<file path="src/rtl/despacho_cajas_pkg.sv">
// rtl/despacho_cajas_pkg.sv - shared types and constants for the box dispatch block
// Purpose: FSM state encoding, box type indices and default sizing.
// Ports: none (package).
package despacho_cajas_pkg;

  typedef enum logic [1:0] {
    IDLE   = 2'd0,
    OFFER  = 2'd1,
    CLEAR  = 2'd2,
    DEPART = 2'd3
  } estado_t;

  localparam int TIPO_ALG_BAJO = 0;
  localparam int TIPO_POL_BAJO = 1;
  localparam int TIPO_ACR_BAJO = 2;
  localparam int TIPO_ALG_ALTO = 3;
  localparam int TIPO_ACR_ALTO = 4;

  localparam int N_TIPOS_DEF = 5;
  localparam int CAP_DEF     = 4;
  localparam int TYPE_W_DEF  = 3;

endpackage

</file>
<file path="src/rtl/despacho_cajas_if.sv">
// rtl/despacho_cajas_if.sv - valid/ready box offer channel towards the truck loader
// Purpose: groups the shipping handshake.
// Signals: ship_valid (box offered), ship_type (type index), ship_ready (loader accepts).
// Modports: master = dispatch side, slave = loader side.
interface despacho_cajas_if
  import despacho_cajas_pkg::*;
#(
  parameter int TYPE_W = TYPE_W_DEF
);

  logic              ship_valid;
  logic              ship_ready;
  logic [TYPE_W-1:0] ship_type;

  modport master (
    output ship_valid,
    output ship_type,
    input  ship_ready
  );

  modport slave (
    input  ship_valid,
    input  ship_type,
    output ship_ready
  );

endinterface

</file>
<file path="src/rtl/despacho_cajas_arbitro_rr.sv">
// rtl/despacho_cajas_arbitro_rr.sv - combinational round-robin pick among full boxes
// Purpose: returns the first set request searching upward from ptr, wrapping mod N.
// Ports: req (request flags), ptr (search start, < N), gnt_idx (selected index), any (some request set).
module arbitro_rr
  import despacho_cajas_pkg::*;
#(
  parameter int N = N_TIPOS_DEF,
  parameter int W = TYPE_W_DEF
) (
  input  logic [N-1:0] req,
  input  logic [W-1:0] ptr,
  output logic [W-1:0] gnt_idx,
  output logic         any
);

  logic [W:0] cand;
  logic       found;

  // One extra bit on cand so ptr+i cannot overflow before the wrap subtraction.
  always_comb begin
    gnt_idx = '0;
    found   = 1'b0;
    cand    = '0;
    for (int i = 0; i < N; i++) begin
      cand = {1'b0, ptr} + (W+1)'(i);
      if (cand >= (W+1)'(N)) begin
        cand = cand - (W+1)'(N);
      end
      if (!found && req[cand[W-1:0]]) begin
        found   = 1'b1;
        gnt_idx = cand[W-1:0];
      end
    end
  end

  assign any = |req;

endmodule

</file>
<file path="src/rtl/despacho_cajas.sv">
// rtl/despacho_cajas.sv - hands full sock boxes to the truck loader in round-robin order
// Purpose: picks a full box, offers it over valid/ready, clears its counter once
//          accepted, and requests truck departure after CAP boxes.
// Ports: clk, reset (sync, active low), box_full (per-counter full flags),
//        truck_present, ship (offer channel, master), box_clear (one-hot clear pulse),
//        load_count (boxes on current truck), truck_go (depart request), busy (not IDLE).
module despacho_cajas
  import despacho_cajas_pkg::*;
#(
  parameter int N_TIPOS = N_TIPOS_DEF,
  parameter int CAP     = CAP_DEF,
  parameter int TYPE_W  = TYPE_W_DEF
) (
  input  logic               clk,
  input  logic               reset,
  input  logic [N_TIPOS-1:0] box_full,
  input  logic               truck_present,
  despacho_cajas_if.master   ship,
  output logic [N_TIPOS-1:0] box_clear,
  output logic [2:0]         load_count,
  output logic               truck_go,
  output logic               busy
);

  estado_t           state_q, state_d;
  logic [TYPE_W-1:0] grant_q, grant_d;
  logic [TYPE_W-1:0] rr_ptr_q, rr_ptr_d;
  logic [2:0]        load_q, load_d;

  logic [TYPE_W-1:0] pick_idx;
  logic              pick_any;

  arbitro_rr #(
    .N (N_TIPOS),
    .W (TYPE_W)
  ) u_arbitro (
    .req     (box_full),
    .ptr     (rr_ptr_q),
    .gnt_idx (pick_idx),
    .any     (pick_any)
  );

  always_ff @(posedge clk) begin
    if (!reset) begin
      state_q  <= IDLE;
      grant_q  <= '0;
      rr_ptr_q <= '0;
      load_q   <= '0;
    end else begin
      state_q  <= state_d;
      grant_q  <= grant_d;
      rr_ptr_q <= rr_ptr_d;
      load_q   <= load_d;
    end
  end

  always_comb begin
    state_d  = state_q;
    grant_d  = grant_q;
    rr_ptr_d = rr_ptr_q;
    load_d   = load_q;
    case (state_q)
      IDLE: begin
        if (truck_present && (load_q < 3'(CAP)) && pick_any) begin
          grant_d = pick_idx;
          state_d = OFFER;
        end
      end
      OFFER: begin
        // Losing the truck takes priority over a same-cycle accept.
        if (!truck_present) begin
          state_d = IDLE;
        end else if (ship.ship_ready) begin
          state_d  = CLEAR;
          load_d   = load_q + 3'd1;
          rr_ptr_d = (grant_q == TYPE_W'(N_TIPOS - 1)) ? '0 : grant_q + TYPE_W'(1);
        end
      end
      CLEAR: begin
        state_d = (load_q == 3'(CAP)) ? DEPART : IDLE;
      end
      DEPART: begin
        if (!truck_present) begin
          load_d  = '0;
          state_d = IDLE;
        end
      end
      default: state_d = IDLE;
    endcase
  end

  always_comb begin
    box_clear = '0;
    if (state_q == CLEAR) begin
      box_clear[grant_q] = 1'b1;
    end
  end

  assign ship.ship_valid = (state_q == OFFER);
  assign ship.ship_type  = grant_q;
  assign load_count      = load_q;
  assign truck_go        = (state_q == DEPART);
  assign busy            = (state_q != IDLE);

endmodule

</file>
<file path="src/flat_wrapper.sv">
// flat-port wrapper written by rule: the top's interface ports become plain ports
module despacho_cajas_flat import despacho_cajas_pkg::*;
#(
  parameter int N_TIPOS = N_TIPOS_DEF,
  parameter int CAP     = CAP_DEF,
  parameter int TYPE_W  = TYPE_W_DEF
)
  (clk, reset, box_full, truck_present, box_clear, load_count, truck_go, busy, ship_ship_valid, ship_ship_type, ship_ship_ready);
  despacho_cajas_if #(.TYPE_W(TYPE_W)) ship_i ();
  input  logic clk;
  input  logic reset;
  input  logic [N_TIPOS-1:0] box_full;
  input  logic truck_present;
  output logic [N_TIPOS-1:0] box_clear;
  output logic [2:0] load_count;
  output logic truck_go;
  output logic busy;
  output wire logic [$bits(ship_i.ship_valid)-1:0] ship_ship_valid;
  output wire logic [$bits(ship_i.ship_type)-1:0] ship_ship_type;
  input wire logic [$bits(ship_i.ship_ready)-1:0] ship_ship_ready;
  assign ship_ship_valid = ship_i.ship_valid;
  assign ship_ship_type = ship_i.ship_type;
  assign ship_i.ship_ready = ship_ship_ready;
  despacho_cajas #(.N_TIPOS(N_TIPOS), .CAP(CAP), .TYPE_W(TYPE_W)) u_core (.clk(clk), .reset(reset), .box_full(box_full), .truck_present(truck_present), .ship(ship_i), .box_clear(box_clear), .load_count(load_count), .truck_go(truck_go), .busy(busy));
endmodule
</file>
<file path="config.mk">
export PLATFORM = sky130hd
export DESIGN_NAME = despacho_cajas_flat
export DESIGN_NICKNAME = d
export VERILOG_FILES = /design/src/rtl/despacho_cajas_pkg.sv /design/src/rtl/despacho_cajas_if.sv /design/src/rtl/despacho_cajas_arbitro_rr.sv /design/src/rtl/despacho_cajas.sv /design/src/flat_wrapper.sv
export SDC_FILE = /design/constraint.sdc
export NUM_CORES = 1
export LEC_CHECK = 0
export CAP_MARGIN = 10
export CORE_MARGIN = 2
export CORE_UTILIZATION = 50
export DETAILED_ROUTE_END_ITERATION = 12
export PLACE_DENSITY = 0.88
export SYNTH_ARGS = -nofsm -noshare
export SYNTH_HDL_FRONTEND = slang
export SYNTH_SLANG_ARGS = --single-unit
</file>
<file path="constraint.sdc">
create_clock -name clk -period 3.25 [get_ports clk]
set_input_delay 0.325 -clock clk [delete_from_list [all_inputs] [get_ports clk]]
set_output_delay 0.325 -clock clk [all_outputs]
set_load 0.005 [all_outputs]
</file>
## After elaboration in Yosys (flattened, before gate mapping)

Index checks and enable logic that the tools add are counted.

- Bits of input ports: 9
- Flip-flop bits (word level): 11
- Word-level logic and storage cells: 95

- $add $sub $neg: 11
- Equality and inequality tests: 10
- Multiplexer cells: 38
- $lt $le $gt $ge: 13
- Reduce and logical (&&, ||, !) cells: 19

Operators with widths:

| operator | count |
|---|---|
| 3-bit 2-to-1 mux | 14 |
| 3-bit by 4-bit less-than comparator with 1-bit output (second input constant) | 6 |
| 4-bit by 3-bit >= comparator with 1-bit output (second input constant) | 4 |
| 1-bit binary-select mux with 3-bit select | 5 |
| 3-bit subtractor (second input constant) | 5 |
| 1-bit 2-to-1 mux | 10 |
| 2-bit 2-to-1 mux | 5 |
| 3-bit by 2-bit adder with 4-bit output (second input constant) | 2 |
| 2-bit case mux with 4 select lines | 1 |
| 1-bit logical AND | 7 |
| 3-bit by 1-bit adder with 3-bit output (second input constant) | 2 |
| 3-bit equality test (second input constant) | 2 |
| 3-bit case mux with 2 select lines | 1 |
| 3-bit AND reduction | 2 |
| 5-bit 2-to-1 mux | 1 |
| 5-bit OR reduction | 1 |
| 3-bit by 1-bit adder with 4-bit output (second input constant) | 1 |
| 3-bit by 3-bit adder with 4-bit output (second input constant) | 1 |
| 2-bit equality test (second input constant) | 2 |
| 1-bit zero test | 4 |
| 2-bit by 1-bit inequality test with 1-bit output (second input constant) | 2 |
| 2-bit inequality test (second input constant) | 2 |
| 4-bit AND reduction | 1 |
| 2-bit nonzero test | 2 |
| 8 further kinds | 8 |

## Depth between registers and ports, before layout

Gate-level depths: netlist of the first run.

- Depth in word-level cells: 17
- Mapped depth: 15
- Mapped depth without buffers: 13

## By module

Synthesis of the first run repeated with hierarchy kept, for this count alone.

- Cells, all modules: 208
- Area, all modules: 1580.3 um^2

By module, submodules not included:

| module | area each (um^2) | cells each | times used |
|---|---|---|---|
| arbitro_rr | 900.9 | 127 | 1 |
| despacho_cajas | 679.4 | 81 | 1 |

## Worst setup path before layout of the first run

OpenSTA, ideal clock, no wires.

- Kind: reg2reg
- Start: reg u_core.rr_ptr_q[0]
- End: reg u_core.grant_q[0], in the netlist u_core.ship.ship_type[0]
- Path slack: 0.003 ns
- Library setup time: 0.160 ns
- Data arrival time: 3.087 ns
- Clock period less this slack: 3.247 ns
- Stages on the path, launching flop included: 15
- Path buffers: 2
- Required time: 3.090 ns
- Path through: dfxtp_1 > buf_6 > buf_4 > clkinv_1 > ha_1 > ha_1 > inv_1 > o21a_1 > and3_1 > or3_1 > o311a_1 > o21ai_1 > a21boi_0 > o31ai_1 > a31oi_1

- Longest elaborated chain between the ends: 17
- Elaborated cells between the ends (all ways): 46
- Classes of those cells: 9 x add/sub; 5 x order compare; 24 x mux; 8 x reduce/logical

RTL lines:

| what | line | text |
|---|---|---|
| start, declared | despacho_cajas.sv:27 | `logic [TYPE_W-1:0] rr_ptr_q, rr_ptr_d;` |
| start signal, assigned | despacho_cajas.sv:52 | `rr_ptr_q <= rr_ptr_d;` |
| branches (longest 16 deep; another with 3-bit by 1-bit adder with 4-bit output) | -- |  |
| 3-bit 2-to-1 mux (*) | despacho_cajas_arbitro_rr.sv:29 | `if (!found && req[cand[W-1:0]]) begin` |
| end signal, assigned | despacho_cajas.sv:51 | `grant_q <= grant_d;` |
| end, declared | despacho_cajas.sv:26 | `logic [TYPE_W-1:0] grant_q, grant_d;` |

Every way passes the cells marked *. The select of a mux whose other input is x is not followed.
A chain may end at the register's enable or synchronous reset.

## Worst setup path in the final report of the first run

- Start: reg u_core.rr_ptr_q[0]
- End: reg u_core.grant_q[2], in the netlist u_core.ship.ship_type[2]

Same word-level chain as after synthesis.

==> impl_metrics.yaml, run 1 <==
drt:
  routed_wl_um: 4435
  drt-vias-per-instance: 5.932
  num_vias: 1744
  post_drt_wl_per_cell_um: 15.09
  drt_iter0_drc: 121
  drt_first_pass_iters: 4
  drcViolationCount: 0
  postRouteAntennaNets: 0
clock_network:
  cts-root-buf: "clkbuf_4"
  clk_latency_ns: 0.27
  clk_pin_slew_worst_paths_ns: 0.09
  clk_path_buf_depth: 2
  htreeDepth: 1
  cts.sinks: 11
  cts_made_buffers: 3
  post_cts_buffers: 0
  tritoncts: "done"
timing:
  hold_slack_ns: 0.5959
  layout_min_cycle_time_ns: 3.042
  worst_pin_slew_ns: 0.5701
  fin_tns_setup_ns: 0
  hold_viol_final: 0
  rsz0062_at_grt: "true"
  fmax_ghz: 0.3288
  timing.slew.headroom_pct: 61.92
  setup_viol: 0
  finalMaxSlewViolations: 0
  min_period_over_period_pct: 93.59
  skew_ns: 0.01299
floorplan:
  top_level_ports: 23
  fp.dieH_um: 62.04
  start_util_pct: 51.28
  die_area_mm2: 0.003848
  core_mm2: 0.003284
  rows: 21
  fp.dieW_um: 62.04
yosys:
  ys_types: 64
  synth-edff-count: 0
  synth-async-reset-ratio_pct: 0
  synth_area_leaders: "dfxtp_1 13%, ha_1 8.9%, mux2i_1 8.3%, nand2_1 4.5%, nor2b_1 4.5%"
  synth_most_common_cell: "nand2_1"
  netlist.area_leader.share_pct: 13.08
  synth_warnings: 0
  synth-main-ff-cell: "dfxtp_1"
  ys_top_cells_by_count: "20 x nand2_1, 18 x nor2_1, 14 x inv_1, 14 x mux2i_1"
  syn_nets: 250
  synth-seq-cells: 11
  synth_area_leader_cell: "dfxtp_1"
  syn_area_mm2: 0.001684
  yosysSeqAreaShare_pct: 13.08
  synth_cells: 228
  avgSynthCellArea_um2: 7.386
job:
  drv_cap: 0
worst_setup_path:
  reg2regPathDepth: 13
  worstPathRequired_ns: 3.39
  end_kind: "flip-flop"
  arrival_ns: 3.18
  path_max_fanout: 6
  critPathKind: "flip-flop to flip-flop"
  startpoint_type: "flip-flop"
power:
  p_leak_nw: 0.7766
  ir_drop_mv: 0.1128
  p_per_area_mw_per_mm2: 214.0
finish:
  layout-drive-gt1-share_pct: 13.71
  diodes: 0
  fin_cells: 294
  multi_input_area_mm2: 0.001334
  nNetsFinal: 271
  area_delta_synth_final_pct: 18.87
  seqCellArea_um2: 220.2
  fill_cells: 294
status:
  status: "finished clean"
hold_path:
  min_path_type: "flip-flop to flip-flop"
  hold_path_depth: 2
global_route:
  grtUsageTotal_pct: 23.83
  grt_max_degree: 39
  grt_pass1_vias: 1504
  antenna_found_initial: 0
  grt_pass1_wl_um: 6858
  globalRoute.totalOverflow: 0
place:
  place_hpwl_um: 3388
  place_inst: 290
  port_buffers: 22
  gp_congestion: 1.011
-- final timing paths --
| kind | from | end | slack [ns] |
|---|---|---|---|
| worst max-delay path | u_core.rr_ptr_q[0] | u_core.ship.ship_type[2] | 0.21 |
| worst min-delay path | u_core.load_count[0] | u_core.load_count[0] | 0.60 |
| worst max register to register | u_core.rr_ptr_q[0] | u_core.ship.ship_type[2] | 0.21 |
| worst min register to register | u_core.load_count[0] | u_core.load_count[0] | 0.60 |
-- registers in the layout, indices dropped and copies added, names as in the netlist --
register,count
u_core.load_count,3
u_core.rr_ptr_q,3
u_core.state_q,2
u_core.ship.ship_type,3
-- power breakdown --
| group | leakage, nW | total (W) | internal [W] | switching (W) |
|---|---|---|---|---|
| Sequential | 0.0895 | 0.000149 | 0.000140 | 0.00000874 |
| Combinational | 0.669 | 0.000184 | 0.0000873 | 0.0000967 |
| Clock | 0.0177 | 0.0000955 | 0.0000455 | 0.0000500 |
-- metal layers --
| metal | GRT usage (%) | routed length [um] | up-vias | part of all wire (%) |
|---|---|---|---|---|
| met5 | 0 | 0 | - | 0 |
| met1 | 30.40 | 1989 | 816 | 45 |
| li1 | - | - | 866 | - |
| met2 | 41.22 | 2170 | 50 | 49 |
| met4 | 9.726 | 106 | 0 | 2.4 |
| met3 | 1.863 | 169 | 12 | 3.8 |
-- metrics by stage --
stage / instance area [um^2] / total power [W] / worst slack [ns] / utilization (%)
CTS: 1981 / 0.0004236 / 0.2213 / 60.30
floorplan: 1684 / 0.0002753 / 0.002972 / -
global route: 2002 / 0.0004586 / -0.04300 / 60.95
global placement: 1953 / 0.0003239 / 0.2699 / 59.47
detailed placement: 1953 / 0.0003283 / 0.2471 / 59.47
finish: 2002 / 0.0004284 / 0.2082 / 60.95
-- worst max-delay path, cell delays in order, from the launching register on --
cell and delay (ns):
dfxtp_1 0.33, clkinv_1 0.10, buf_4 0.15, ha_1 0.19, inv_1 0.09, fa_1 0.49, nor2_4 0.22, nor3_1 0.07
o32ai_1 0.28, a31oi_2 0.21, a21o_1 0.21, a221o_1 0.29, a211oi_1 0.21, a311oi_1 0.07
-- cells in the final DEF (no fill, tap or decap), drive strengths merged, types with 5 or more instances in the layout --
cell and count:
mux2i 14, nor3 6, dfxtp 11, nor4 7, a21oi 10, buf 11, nand2 20, clkdlybuf4s50 22
nor2 21, ha 12, a31oi 5, nand3 5, inv 14, o21ai 13, nor2b 12
-- layout make-up --
type / instances / area share (%)
clock inverter: 1 / 0.2500
inverter: 15 / 2.813
timing repair buffer: 33 / 15.31
sequential: 11 / 11.00
clock buffer: 3 / 1.125
tap: 46 / 2.875
multi-input combinational: 185 / 66.63
-- kinds of logic after synthesis --
logic type	Yosys count	synth area share, %
compound gates	58	24.00
xor+xnor	5	2.601
fa+ha+maj	13	10.10
buf+inv	32	8.765
flops	11	13.08
mux	17	11.66
simple gates	92	29.79
-- repair_timing --
item                       4_1_cts  5_1_grt
hold buffers                     0        0
gates resized for setup          0        6
setup endpoints to repair        0        3
(Power assumes the default switching activity.)
==> run 2: changes to the inputs <==
--- a/config.mk
+++ b/config.mk
@@ -8,7 +8,9 @@
 export CAP_MARGIN = 10
 export CORE_MARGIN = 2
 export CORE_UTILIZATION = 50
+export CTS_CLUSTER_DIAMETER = 200
 export DETAILED_ROUTE_END_ITERATION = 12
+export HOLD_SLACK_MARGIN = 0.08
 export PLACE_DENSITY = 0.88
 export SYNTH_ARGS = -nofsm -noshare
 export SYNTH_HDL_FRONTEND = slang
==> results of run 2 <==
Same layout as run 1: the final DEF is identical, and so are final timing and power.
==> run 3: changes to the inputs <==
--- a/config.mk
+++ b/config.mk
@@ -7,11 +7,10 @@
 export LEC_CHECK = 0
 export CAP_MARGIN = 10
 export CORE_MARGIN = 2
-export CORE_UTILIZATION = 50
+export CORE_UTILIZATION = 35
 export CTS_CLUSTER_DIAMETER = 200
 export DETAILED_ROUTE_END_ITERATION = 12
 export HOLD_SLACK_MARGIN = 0.08
-export PLACE_DENSITY = 0.88
 export SYNTH_ARGS = -nofsm -noshare
 export SYNTH_HDL_FRONTEND = slang
 export SYNTH_SLANG_ARGS = --single-unit
==> run 3 against run 2 <==
Compared with the run above:
- worst hold slack got worse by 0.0071 ns
- sequential share of layout area fell by 0.30 points
- power grew 10%
- register-to-register slack gained 0.09 ns
- first-iteration DRC count shrank 60%
- utilization decreased by 17 points
- cell count up 4.8%
- largest cell class unchanged
- highest routed layer unchanged
==> impl_metrics.yaml, run 3 (synthesis results as in run 1) <==
status:
  status: "finished clean"
floorplan:
  core_mm2: 0.004692
  top_level_ports: 23
  start_util_pct: 35.89
  rows: 25
  fp.dieW_um: 73.37
  fp.dieH_um: 73.37
  die_area_mm2: 0.005382
global_route:
  globalRoute.totalOverflow: 0
  use_met3_pct: 1.372
  grt_pass1_vias: 1622
  grt_pass1_wl_um: 7638
  grt_busiest_layer: "met2"
  use_met2_pct: 30.83
  grt_max_degree: 23
  antenna_found_initial: 0
  grtUsageTotal_pct: 17.84
  grt_use_met1_pct: 24.25
finish:
  final_common_cell: "clkdlybuf4s50_1"
  nNetsFinal: 277
  diodes: 0
  fin_cells: 308
  finish.utilization_pct: 43.87
  area_delta_synth_final_pct: 22.21
  layout-drive-gt1-share_pct: 14.17
  layout_common_cells: "22 x clkdlybuf4s50_1, 20 x nand2_1, 18 x nor2_1"
  final_cell_area_mm2: 0.002058
drt:
  drt-vias-per-instance: 5.649
  routed_wl_um: 4579
  postRouteAntennaNets: 0
  drt_iter0_drc: 49
  drcViolationCount: 0
  post_drt_wl_per_cell_um: 14.87
  drt_first_pass_iters: 4
  num_vias: 1740
timing:
  worst_pin_slew_ns: 0.5913
  setup_viol: 0
  fin_ws_ns: 0.2980
  finalMaxSlewViolations: 0
  min_period_over_period_pct: 90.83
  layout_min_cycle_time_ns: 2.952
  hold_viol_final: 0
  timing.slew.headroom_pct: 60.50
  fmax_ghz: 0.3388
  skew_ns: 0.004502
worst_setup_path:
  arrival_ns: 3.07
  startpoint_type: "flip-flop"
  end_kind: "flip-flop"
  path_max_fanout: 13
  cp-startpoint: "u_core.rr_ptr_q[1]"
  r2r-start: "u_core.rr_ptr_q[1]"
  worstPathRequired_ns: 3.37
  critPathKind: "flip-flop to flip-flop"
clock_network:
  htreeDepth: 1
  cts_made_buffers: 3
  cts.sinks: 11
  post_cts_buffers: 0
  tritoncts: "done"
  cts-root-buf: "clkbuf_8"
  clk_pin_slew_worst_paths_ns: 0.05
  clk_path_buf_depth: 2
  clk_latency_ns: 0.24
power:
  finalPower_w: 0.0004716
  p_leak_nw: 0.8131
  ir_drop_mv: 0.1313
  p_per_area_mw_per_mm2: 229.1
place:
  gp_congestion: 0.9018
  pre_cts_slack_ns: 0.2617
  place_hpwl_um: 3492
  dpl-instance-area_mm2: 0.002008
  port_buffers: 22
  place_inst: 304
hold_path:
  min_from: "u_core.load_count[0]"
  min_path_type: "flip-flop to flip-flop"
job:
  drv_cap: 0
-- run 3: cell count changes in the layout (fill, tap and decap cells not counted) --
cell	delta
a31oi_1	+1
a31oi_2	-1
buf_4	+7
buf_6	-1
clkbuf_1	+1
clkbuf_4	-3
clkbuf_8	+3
clkinv_2	-1
ha_1	+1
ha_2	-1
o21ai_0	+1
o21ai_2	-1
-- run 3: cell type report --
class / instances / area (um^2)
Clock buffer: 4 / 45.04
Inverter: 15 / 56.30
Fill cell: 490 / 2634
Multi-Input combinational cell: 185 / 1321
Sequential cell: 11 / 220.2
Timing Repair Buffer: 39 / 347.8
Tap cell: 54 / 67.56
-- run 3: what timing repair did --
action | 4_1_cts | 5_1_grt
endpoints found under the hold margin | 0 | 0
setup endpoints to repair | 0 | 1
resized for setup | 0 | 1
hold buffers | 0 | 0
-- run 3: layer usage --
metal | share of wire, % | vias to the layer above | wire [um]
met5 | 0 | - | 0
met3 | 4.4 | 6 | 201
met2 | 47 | 43 | 2160
met4 | 1.2 | 0 | 57
li1 | - | 885 | -
met1 | 47 | 806 | 2161
-- run 3: through the flow --
stage / hold slack (ns) / setup TNS (ns)
2_1_floorplan: 0.4668 / 0
3_3_place_gp: 0.5616 / 0
3_5_place_dp: 0.5837 / 0
4_1_cts: 0.5909 / 0
5_1_grt: 0.6074 / -0.01060
6_report: 0.5887 / 0
-- run 3: worst max-delay path: stages, from the launching register on --
cell      delay (ns)
dfxtp_1         0.33
buf_4           0.22
ha_1            0.22
inv_1           0.08
fa_1            0.49
nor2_4          0.22
nor3_1          0.06
o32ai_1         0.24
a31oi_1         0.20
a21o_1          0.21
a221o_1         0.29
a211oi_1        0.21
a311oi_1        0.07
-- run 3: path summary, 6_finish.rpt --
kind,cells after the start,slack [ns],end
setup reg to reg,12,0.30,u_core.ship.ship_type[2]
setup / recovery,12,0.30,u_core.ship.ship_type[2]
hold / removal,2,0.59,u_core.load_count[0]
hold reg to reg,2,0.59,u_core.load_count[0]
-- run 3: power by group --
group / switching [W] / leakage [nW] / internal [W]
Combinational: 0.0000947 / 0.701 / 0.0000893
Clock: 0.0000525 / 0.0228 / 0.0000862
Sequential: 0.00000843 / 0.0895 / 0.000141
